File: config.mk
export PLATFORM = sky130hd
export DESIGN_NAME = vga_scan_ctrl_flat
export DESIGN_NICKNAME = d
export VERILOG_FILES = /design/src/rtl/vga_scan_ctrl_if.sv /design/src/rtl/vga_scan_ctrl.sv /design/src/flat_wrapper.sv
export SDC_FILE = /design/constraint.sdc
export NUM_CORES = 1
export LEC_CHECK = 0
export CAP_MARGIN = 20
export CORE_MARGIN = 1
export CORE_UTILIZATION = 50
export DETAILED_ROUTE_END_ITERATION = 8
export GPL_TIMING_DRIVEN = 1
export PLACE_DENSITY = 0.83
export SLEW_MARGIN = 20
export SYNTH_ARGS = -nofsm -noshare
export SYNTH_HDL_FRONTEND = slang
export SYNTH_SLANG_ARGS = --single-unit
export TNS_END_PERCENT = 50
File: constraint.sdc
create_clock -name clk -period 3.7 [get_ports clk]
set_input_delay 0.74 -clock clk [delete_from_list [all_inputs] [get_ports clk]]
set_output_delay 0.74 -clock clk [all_outputs]
set_load 0.03 [all_outputs]
File: src/rtl/vga_scan_ctrl_if.sv
// Pixel-request link between vga_scan_ctrl (master) and the one-line pixel buffer (slave).
// The master publishes image coordinates and retire pulses; the buffer answers with a colour byte.
interface vga_scan_ctrl_if;
  logic [7:0] x_coord;
  logic [7:0] y_coord;
  logic       invalidate;
  logic       buf_empty;
  logic [7:0] buf_rgb;

  modport master (output x_coord, y_coord, invalidate, input  buf_empty, buf_rgb);
  modport slave  (input  x_coord, y_coord, invalidate, output buf_empty, buf_rgb);
endinterface

File: src/rtl/vga_scan_ctrl.sv
// 640x480@60 VGA scan controller showing a 256x192 buffer doubled into a centred 512x384 window.
// Optional: define VGA_UNDERRUN_DETECT_EN to flag empty-buffer pixels in magenta with a sticky underrun.
module vga_scan_ctrl #(
  parameter int         PIX_DIV      = 4,
  parameter int         H_OFFSET     = 64,
  parameter int         V_OFFSET     = 48,
  parameter logic [7:0] BORDER_COLOR = 8'h00
) (
  input  logic            clk,
  input  logic            rst_n,
  vga_scan_ctrl_if.master buf_if,
  output logic [2:0]      vga_red,
  output logic [2:0]      vga_green,
  output logic [1:0]      vga_blue,
  output logic            vga_hsync,
  output logic            vga_vsync,
  output logic            frame_start,
  output logic            underrun
);

  localparam int              DIV_W    = (PIX_DIV > 1) ? $clog2(PIX_DIV) : 1;
  localparam logic [DIV_W-1:0] DIV_LAST = DIV_W'(PIX_DIV - 1);

  localparam logic [9:0] H_LAST    = 10'd799;
  localparam logic [9:0] H_VIS     = 10'd640;
  localparam logic [9:0] H_SYNC_LO = 10'd656;
  localparam logic [9:0] H_SYNC_HI = 10'd751;
  localparam logic [9:0] V_LAST    = 10'd524;
  localparam logic [9:0] V_VIS     = 10'd480;
  localparam logic [9:0] V_SYNC_LO = 10'd490;
  localparam logic [9:0] V_SYNC_HI = 10'd491;

  localparam logic [9:0] H_IMG_LO = 10'(H_OFFSET);
  localparam logic [9:0] H_IMG_HI = 10'(H_OFFSET + 512);
  localparam logic [9:0] V_IMG_LO = 10'(V_OFFSET);
  localparam logic [9:0] V_IMG_HI = 10'(V_OFFSET + 384);

  logic [DIV_W-1:0] div_cnt;
  logic             tick;
  logic [9:0]       h_cnt, v_cnt, h_nxt, v_nxt;
  logic             in_img, in_img_nxt, visible, take_byte;
  logic [7:0]       pix_rgb, rgb_q, x_q, y_q;
  logic             inv_q;

  function automatic logic img_area(input logic [9:0] h, input logic [9:0] v);
    return (h >= H_IMG_LO) && (h < H_IMG_HI) && (v >= V_IMG_LO) && (v < V_IMG_HI);
  endfunction

  assign tick       = (div_cnt == DIV_LAST);
  assign in_img     = img_area(h_cnt, v_cnt);
  assign in_img_nxt = img_area(h_nxt, v_nxt);
  assign visible    = (h_cnt < H_VIS) && (v_cnt < V_VIS);

  // A byte is retired only after its second column copy on the second (odd) row of the pair.
  assign take_byte = tick && in_img && 1'(h_cnt - H_IMG_LO) && 1'(v_cnt - V_IMG_LO)
                     && !buf_if.buf_empty;

  always_comb begin
    // NOTE: every output of a combinational block gets a default first, so no path can infer a latch.
    h_nxt = h_cnt + 10'd1;
    v_nxt = v_cnt;
    if (h_cnt == H_LAST) begin
      h_nxt = '0;
      v_nxt = (v_cnt == V_LAST) ? '0 : v_cnt + 10'd1;
    end
  end

  always_comb begin
    pix_rgb = 8'h00;
    if (in_img) begin
`ifdef VGA_UNDERRUN_DETECT_EN
      pix_rgb = buf_if.buf_empty ? 8'hE3 : buf_if.buf_rgb;
`else
      pix_rgb = buf_if.buf_rgb;
`endif
    end else if (visible) begin
      pix_rgb = BORDER_COLOR;
    end
  end

  // NOTE: state registers use non-blocking assignments so every flop samples pre-edge values.
  always_ff @(posedge clk or negedge rst_n) begin
    if (!rst_n)    div_cnt <= '0;
    else if (tick) div_cnt <= '0;
    else           div_cnt <= div_cnt + 1'b1;
  end

  always_ff @(posedge clk or negedge rst_n) begin
    if (!rst_n) begin
      h_cnt       <= '0;
      v_cnt       <= '0;
      vga_hsync   <= 1'b1;
      vga_vsync   <= 1'b1;
      rgb_q       <= '0;
      x_q         <= '0;
      y_q         <= '0;
      inv_q       <= 1'b0;
      frame_start <= 1'b0;
    end else begin
      inv_q       <= take_byte;
      frame_start <= tick && (h_cnt == '0) && (v_cnt == '0);
      if (tick) begin
        h_cnt     <= h_nxt;
        v_cnt     <= v_nxt;
        vga_hsync <= !((h_cnt >= H_SYNC_LO) && (h_cnt <= H_SYNC_HI));
        vga_vsync <= !((v_cnt >= V_SYNC_LO) && (v_cnt <= V_SYNC_HI));
        rgb_q     <= pix_rgb;
        // Coordinates lead the pixel by one tick so the buffer read settles before capture.
        if (in_img_nxt) begin
          x_q <= 8'((h_nxt - H_IMG_LO) >> 1);
          y_q <= 8'((v_nxt - V_IMG_LO) >> 1);
        end
      end
    end
  end

`ifdef VGA_UNDERRUN_DETECT_EN
  logic und_q;

  always_ff @(posedge clk or negedge rst_n) begin
    if (!rst_n)                                    und_q <= 1'b0;
    else if (tick && in_img && buf_if.buf_empty)   und_q <= 1'b1;
  end

  assign underrun = und_q;
`else
  assign underrun = 1'b0;
`endif

  assign buf_if.x_coord    = x_q;
  assign buf_if.y_coord    = y_q;
  assign buf_if.invalidate = inv_q;
  assign vga_red           = rgb_q[7:5];
  assign vga_green         = rgb_q[4:2];
  assign vga_blue          = rgb_q[1:0];

endmodule

File: src/flat_wrapper.sv
// flat-port wrapper written by rule: the top's interface ports become plain ports
module vga_scan_ctrl_flat 
#(
  parameter int         PIX_DIV      = 4,
  parameter int         H_OFFSET     = 64,
  parameter int         V_OFFSET     = 48,
  parameter logic [7:0] BORDER_COLOR = 8'h00
)
  (clk, rst_n, vga_red, vga_green, vga_blue, vga_hsync, vga_vsync, frame_start, underrun, buf_if_x_coord, buf_if_y_coord, buf_if_invalidate, buf_if_buf_empty, buf_if_buf_rgb);
  vga_scan_ctrl_if buf_if_i ();
  input  logic clk;
  input  logic rst_n;
  output logic [2:0] vga_red;
  output logic [2:0] vga_green;
  output logic [1:0] vga_blue;
  output logic vga_hsync;
  output logic vga_vsync;
  output logic frame_start;
  output logic underrun;
  output wire logic [$bits(buf_if_i.x_coord)-1:0] buf_if_x_coord;
  output wire logic [$bits(buf_if_i.y_coord)-1:0] buf_if_y_coord;
  output wire logic [$bits(buf_if_i.invalidate)-1:0] buf_if_invalidate;
  input wire logic [$bits(buf_if_i.buf_empty)-1:0] buf_if_buf_empty;
  input wire logic [$bits(buf_if_i.buf_rgb)-1:0] buf_if_buf_rgb;
  assign buf_if_x_coord = buf_if_i.x_coord;
  assign buf_if_y_coord = buf_if_i.y_coord;
  assign buf_if_invalidate = buf_if_i.invalidate;
  assign buf_if_i.buf_empty = buf_if_buf_empty;
  assign buf_if_i.buf_rgb = buf_if_buf_rgb;
  vga_scan_ctrl #(.PIX_DIV(PIX_DIV), .H_OFFSET(H_OFFSET), .V_OFFSET(V_OFFSET), .BORDER_COLOR(BORDER_COLOR)) u_core (.clk(clk), .rst_n(rst_n), .buf_if(buf_if_i), .vga_red(vga_red), .vga_green(vga_green), .vga_blue(vga_blue), .vga_hsync(vga_hsync), .vga_vsync(vga_vsync), .frame_start(frame_start), .underrun(underrun));
endmodule
## Word-level counts from Yosys, hierarchy flattened

Index checks and enable logic that the tools add are counted.

| word-level totals | value |
|---|---|
| word-level logic and storage cells | 57 |
| bits of input ports | 11 |
| output and inout bits | 29 |
| bits in registers | 50 |

| operators by class | value |
|---|---|
| order comparisons | 12 |
| reductions and logical operators | 20 |
| multiplexer cells | 5 |
| eq/ne operators | 3 |
| add/sub/neg operators | 7 |

Operators with widths:

| operator | count |
|---|---|
| 2-to-1 mux 10 bit | 3 |
| adder 10 x 1 -> 10 bit (second input constant) | 2 |
| equality test 10 bit (second input constant) | 2 |
| >= comparator 10 x 6 -> 1 bit (second input constant) | 2 |
| >= comparator 10 x 7 -> 1 bit (second input constant) | 2 |
| logical NOT 10 bit | 2 |
| less-than comparator 10 bit (second input constant) | 2 |
| less-than comparator 10 x 9 -> 1 bit (second input constant) | 2 |
| logical AND 1 bit | 14 |
| >= comparator 10 bit (second input constant) | 1 |
| >= comparator 10 x 9 -> 1 bit (second input constant) | 1 |
| <= comparator 10 bit (second input constant) | 1 |
| <= comparator 10 x 9 -> 1 bit (second input constant) | 1 |
| subtractor 9 x 6 -> 9 bit (second input constant) | 1 |
| subtractor 9 x 7 -> 9 bit (second input constant) | 1 |
| 2-to-1 mux 8 bit | 1 |
| logical NOT 1 bit | 3 |
| adder 2 x 1 -> 2 bit (second input constant) | 1 |
| equality test 2 bit (second input constant) | 1 |
| 2-to-1 mux 2 bit | 1 |
| AND reduction 2 bit | 1 |
| subtractor 1 bit (second input constant) | 2 |

## Depth between registers and ports, before layout

| depth | value |
|---|---|
| depth in word-level cells | 8 |
| depth in mapped cells | 18 |
| mapped depth without buffers | 15 |

## Worst setup path before layout

No wires, ideal clock.

| timing | value |
|---|---|
| kind | reg2reg |
| start point | register u_core.h_cnt[0] |
| end point | register u_core.x_q[5] (netlist: u_core.buf_if.x_coord[5]) |
| setup time | 125 ps |
| buffers on the path | 4 |
| cell stages (with the launch flop) | 19 |
| data arrival time | 3522 ps |
| data required time | 3575 ps |
| setup slack | 53 ps |
| clock period less this slack | 3647 ps |
| cell sequence | dfrtp_1 ha_1 nand3_1 or3_1 buf_6 buf_2 a2111oi_2 a21oi_1 inv_1 ha_1 and4b_1 nor3_1 a31oi_1 o21ai_0 nand3_1 a31o_1 buf_6 buf_12 mux2_4 |

| between the ends | value |
|---|---|
| elaborated cells between the ends (all ways) | 13 |
| those cells by class | add/sub: 2; order compare: 4; eq/ne: 1; mux: 2; reduce/logical: 4 |

RTL lines:

| element | RTL line | source |
|---|---|---|
| start: declaration | vga_scan_ctrl.sv:40 | `logic [9:0] h_cnt, v_cnt, h_nxt, v_nxt;` |
| start signal: assignment | vga_scan_ctrl.sv:103 | `h_cnt <= h_nxt;` |
| equality test 10 bit (*) | vga_scan_ctrl.sv:62 | `if (h_cnt == H_LAST) begin` |
| 2-to-1 mux 10 bit (*) | vga_scan_ctrl.sv:62 |  |
| net u_core.v_nxt[4] | vga_scan_ctrl.sv:40 |  |
| >= comparator 10 x 6 -> 1 bit | vga_scan_ctrl.sv:46 | `return (h >= H_IMG_LO) && (h < H_IMG_HI) && (v >= V_IMG_LO) && (v < V_IMG_HI);` |
| logical AND 1 bit | vga_scan_ctrl.sv:46 |  |
| logical AND 1 bit (*) | vga_scan_ctrl.sv:46 |  |
| AND reduction 2 bit (no source line) (*) | - |  |
| end signal: assignment | vga_scan_ctrl.sv:110 | `x_q <= 8'((h_nxt - H_IMG_LO) >> 1);` |
| end: declaration | vga_scan_ctrl.sv:42 | `logic [7:0] pix_rgb, rgb_q, x_q, y_q;` |

Mark *: on every way through the listed nets, which the timed path passes. The rest lies on a longest branch.
A chain may end at the register's enable or synchronous reset.

## Worst setup path after layout

| timing | value |
|---|---|
| start point | register u_core.v_cnt[0] |
| end point | register u_core.x_q[3] (netlist: u_core.buf_if.x_coord[3]) |

| between the ends | value |
|---|---|
| longest elaborated chain between the ends | 7 |
| elaborated cells between the ends (all ways) | 9 |
| those cells by class | add/sub: 1; order compare: 2; eq/ne: 1; mux: 2; reduce/logical: 3 |

RTL lines:

| element | RTL line | source |
|---|---|---|
| start: declaration | vga_scan_ctrl.sv:40 |  |
| start signal: assignment | vga_scan_ctrl.sv:104 | `v_cnt <= v_nxt;` |
| adder 10 x 1 -> 10 bit or equality test 10 bit (tied branches) | vga_scan_ctrl.sv:64 | `v_nxt = (v_cnt == V_LAST) ? '0 : v_cnt + 10'd1;` |
| 2-to-1 mux 10 bit (*) | vga_scan_ctrl.sv:64 |  |
| 2-to-1 mux 10 bit (*) | vga_scan_ctrl.sv:62 |  |
| net u_core.v_nxt[4] | vga_scan_ctrl.sv:40 |  |
| >= comparator 10 x 6 -> 1 bit | vga_scan_ctrl.sv:46 |  |
| logical AND 1 bit | vga_scan_ctrl.sv:46 |  |
| logical AND 1 bit (*) | vga_scan_ctrl.sv:46 |  |
| AND reduction 2 bit (no source line) (*) | - |  |

Marked as above.

==> results.py <==
metrics = {
    "power_and_ir_drop": {
        "powerDensity_nw_per_um2": 250,
        "p_leak_nw": 1.55,
        "ir_drop_mv": 0.170,
    },
    "synthesis": {
        "netlist_area_sq_um": 2930,
        "syn_avg_cell_area_sq_um": 9.80,
        "synthCells": 299,
        "synth_top_family_by_area": "simple AND/OR/NAND/NOR gates",
        "syn_nets": 319,
        "synthArstFlopShare_pct": 100,
        "synthMuxAreaShare_pct": 7.60,
        "ys.flop_type": "dfrtp_1",
        "synth.yosys.seq_area_share_pct": 42.8,
        "synthAdderAreaFrac_pct": 3.84,
        "yosysUniqueCellTypes": 58,
        "synth-edff-count": 0,
        "synth-seq-cells": 50,
        "synth-xor-area-share_pct": 6.87,
        "synth_compound_area_share_pct": 13.6,
        "synth_warnings": 0,
        "synthSimpleGateAreaFrac_pct": 18.8,
    },
    "critical_path": {
        "path_class": "reg -> reg",
        "cp-end-kind": "flip-flop",
        "regToRegEndpoint": "u_core.buf_if.x_coord[3]",
        "reg2reg_depth": 16,
        "crit_path_max_fanout": 12,
        "crit_arrival_ns": 3.64,
        "crit_path_start_kind": "flip-flop",
        "r2r_start": "u_core.v_cnt[0]",
        "cp.required_ns": 3.89,
        "ff2ff_setup_slack_ns": 0.24,
    },
    "clock_tree": {
        "cts.sinks": 50,
        "path_clk_slew_ns": 0.08,
        "cts-root-buf": "clkbuf_8",
        "htreeDepth": 2,
        "cts_tree": "yes",
        "numCtsBuffers": 5,
        "cts_setup_buffers": 0,
        "clk_latency_ns": 0.30,
        "clk_path_buf_depth": 2,
    },
    "sta": {
        "report.final.slew_viol_count": 0,
        "setup_viol": 0,
        "tns_ns": 0,
        "clock_skew_ns": 0.00620,
        "rsz0062_at_grt": "false",
        "report.final.hold_viol_count": 0,
        "slew_headroom_pct": 59.6,
        "setup_ws_ns": 0.241,
        "period_needed_ns": 3.46,
        "timing.final.crit_share_pct": 93.5,
        "worst_slew_pin_slew_ns": 0.606,
        "max_freq_mhz": 289,
    },
    "floorplanning": {
        "core_area_sq_um": 5570,
        "die_x_um": 78.6,
        "start_util_pct": 52.6,
        "rows": 27,
        "io_pins": 40,
        "die_h_um": 78.6,
        "die_area_sq_um": 6170,
    },
    "finish": {
        "final_common_cell": "dfrtp_1",
        "fin_util_pct": 62.4,
        "diodes": 0,
        "layout_common_cells": "48 x dfrtp_1, 37 x clkdlybuf4s50_1, 29 x nand2_1",
        "design_area_sq_um": 3480,
        "syn2layout_area_growth_pct": 18.8,
        "layout-drive-gt1-share_pct": 15.2,
        "nets": 354,
        "final_cells": 407,
        "n_fill_cell": 456,
    },
    "drt": {
        "ant_nets": 0,
        "drtIter0Drc": 190,
        "wire_per_inst_um": 15.7,
        "drcViolationCount": 0,
        "num_vias": 2352,
        "avgViaCountPerCell": 5.78,
        "dr.pass1.iters": 4,
        "totalWireLength_um": 6380,
    },
    "placed_design": {
        "dp_hpwl_um": 4700,
        "port_buffers": 38,
        "place.gp.congestion": 0.940,
        "dp_cells": 399,
        "placed_cell_area_sq_um": 3380,
        "place_ws_ns": 0.146,
    },
    "hold_path": {
        "hold_path.class": "reg -> reg",
        "hold_end": "u_core.div_cnt[0]",
        "hold_path.startpoint": "u_core.div_cnt[0]",
        "hold_depth": 1,
    },
    "flow_run": {
        "cap_viol_max_count": 0,
    },
    "outcome": {
        "status": "finished clean",
    },
    "grt": {
        "grt_pass1_vias": 2180,
        "grt_overflow": 0,
        "track_usage_pct": 21.9,
        "grt_max_degree": 51,
        "grt_pass1_wl_um": 10600,
        "antenna_found_initial": 0,
    },
}
-- per-stage QoR --
stage / power (mW) / hold WS [ns]
after CTS: 0.882 / 0.441
after floorplan: 0.559 / 0.403
after detailed placement: 0.579 / 0.429
final: 0.870 / 0.437
after global routing: 0.905 / 0.481
after global placement: 0.579 / 0.415
-- critical path: stages (launching register included) --
cell,delay [ns]
dfrtp_1,0.38
inv_1,0.08
ha_1,0.15
or4b_1,0.49
nor2_2,0.21
a2111oi_2,0.10
a21oi_2,0.17
inv_1,0.06
ha_1,0.23
and4b_1,0.25
nor3_1,0.05
a31oi_1,0.21
o21ai_0,0.12
nand3_1,0.10
a31o_1,0.19
buf_6,0.19
mux2_2,0.36
-- layout make-up --
type,count,area (sq um),share of cell area (%)
multi-input cells,210,1500,43.2
clock inverters,1,7.51,0.216
well taps,72,90.1,2.59
clock buffers,7,76.3,2.19
repair buffers,54,502,14.4
flip-flops and latches,50,1250,36.0
inverters,13,48.8,1.40
-- power breakdown --
part / total (mW) / internal [mW] / leakage, nW / switching [mW]
Sequential: 0.546 / 0.546 / 0.677 / 0
Clock: 0.302 / 0.134 / 0.0385 / 0.168
Combinational: 0.0219 / 0.00894 / 0.836 / 0.0130
-- cells by family (layout without fill, tap and decap cells) --
| logic type | Yosys count | after routing |
|---|---|---|
| AND/OR/NAND/NOR | 103 | 103 |
| flip-flops | 50 | 50 |
| AO/OA/AOI/OAI | 57 | 57 |
| multiplexers | 17 | 17 |
| other | 1 | 1 |
| XOR/XNOR | 23 | 23 |
| buffers and inverters | 39 | 75 |
| adder cells (fa/ha/maj) | 9 | 9 |
-- registers in the layout, summed over array words and instances (netlist names) --
register                  cells
u_core.buf_if.y_coord         8
u_core.h_cnt                 10
u_core.vga_vsync              1
u_core.rgb_q                  8
u_core.buf_if.invalidate      1
u_core.frame_start            1
u_core.buf_if.x_coord         8
u_core.div_cnt                2
u_core.vga_hsync              1
u_core.v_cnt                 10
-- how the worst max path moves through the flow --
stage / startpoint / depth (start not counted) / endpoint
final: u_core.v_cnt[0] / 16 / u_core.buf_if.x_coord[3]
after global routing: u_core.h_cnt[1] / 15 / u_core.buf_if.x_coord[7]
after CTS: u_core.v_cnt[0] / 16 / u_core.buf_if.x_coord[3]
after detailed placement: u_core.v_cnt[0] / 16 / u_core.buf_if.x_coord[3]
after global placement: u_core.v_cnt[0] / 16 / u_core.buf_if.x_coord[3]
after floorplan: u_core.h_cnt[0] / 18 / u_core.buf_if.x_coord[5]
-- what timing repair did --
action | in CTS | in global routing
resized for setup | 0 | 5
endpoints found under the hold margin | 0 | 0
setup endpoints to repair | 0 | 14
hold buffers | 0 | 0
-- Yosys cell counts, drive strengths merged (2+ instances only) --
cell / instances / share of area (%)
dfrtp: 48 / 41
nand2: 29 / 3.7
o21ai: 20 / 3.4
nor2: 18 / 2.4
clkbuf: 17 / 2.2
mux2: 15 / 6.9
nand3: 15 / 2.6
xnor2: 15 / 4.5
inv: 12 / 1.5
buf: 9 / 2.5
ha: 9 / 3.8
a22o: 8 / 2.4
xor2: 8 / 2.4
a21oi: 7 / 1.2
nand4: 6 / 1.3
nor3: 6 / 1.0
and3: 5 / 1.1
nor4: 5 / 1.6
o31ai: 4 / 1.0
a21o: 3 / 0.77
a31oi: 3 / 0.64
o211ai: 3 / 0.94
or4b: 3 / 1.0
and2: 2 / 0.43
dfstp: 2 / 1.8
mux2i: 2 / 0.68
nand4b: 2 / 0.60
nor4b: 2 / 0.60
or2: 2 / 0.51
or3: 2 / 0.43
-- per-layer routing --
layer	routed length, um	global-route usage, %	share of wire (%)
met1	2880	30.9	45
met2	2940	34.7	46
met3	465	3.72	7.3
met4	100	5.56	1.6
met5	0	0	0
Power figures use the tool's default switching activity.
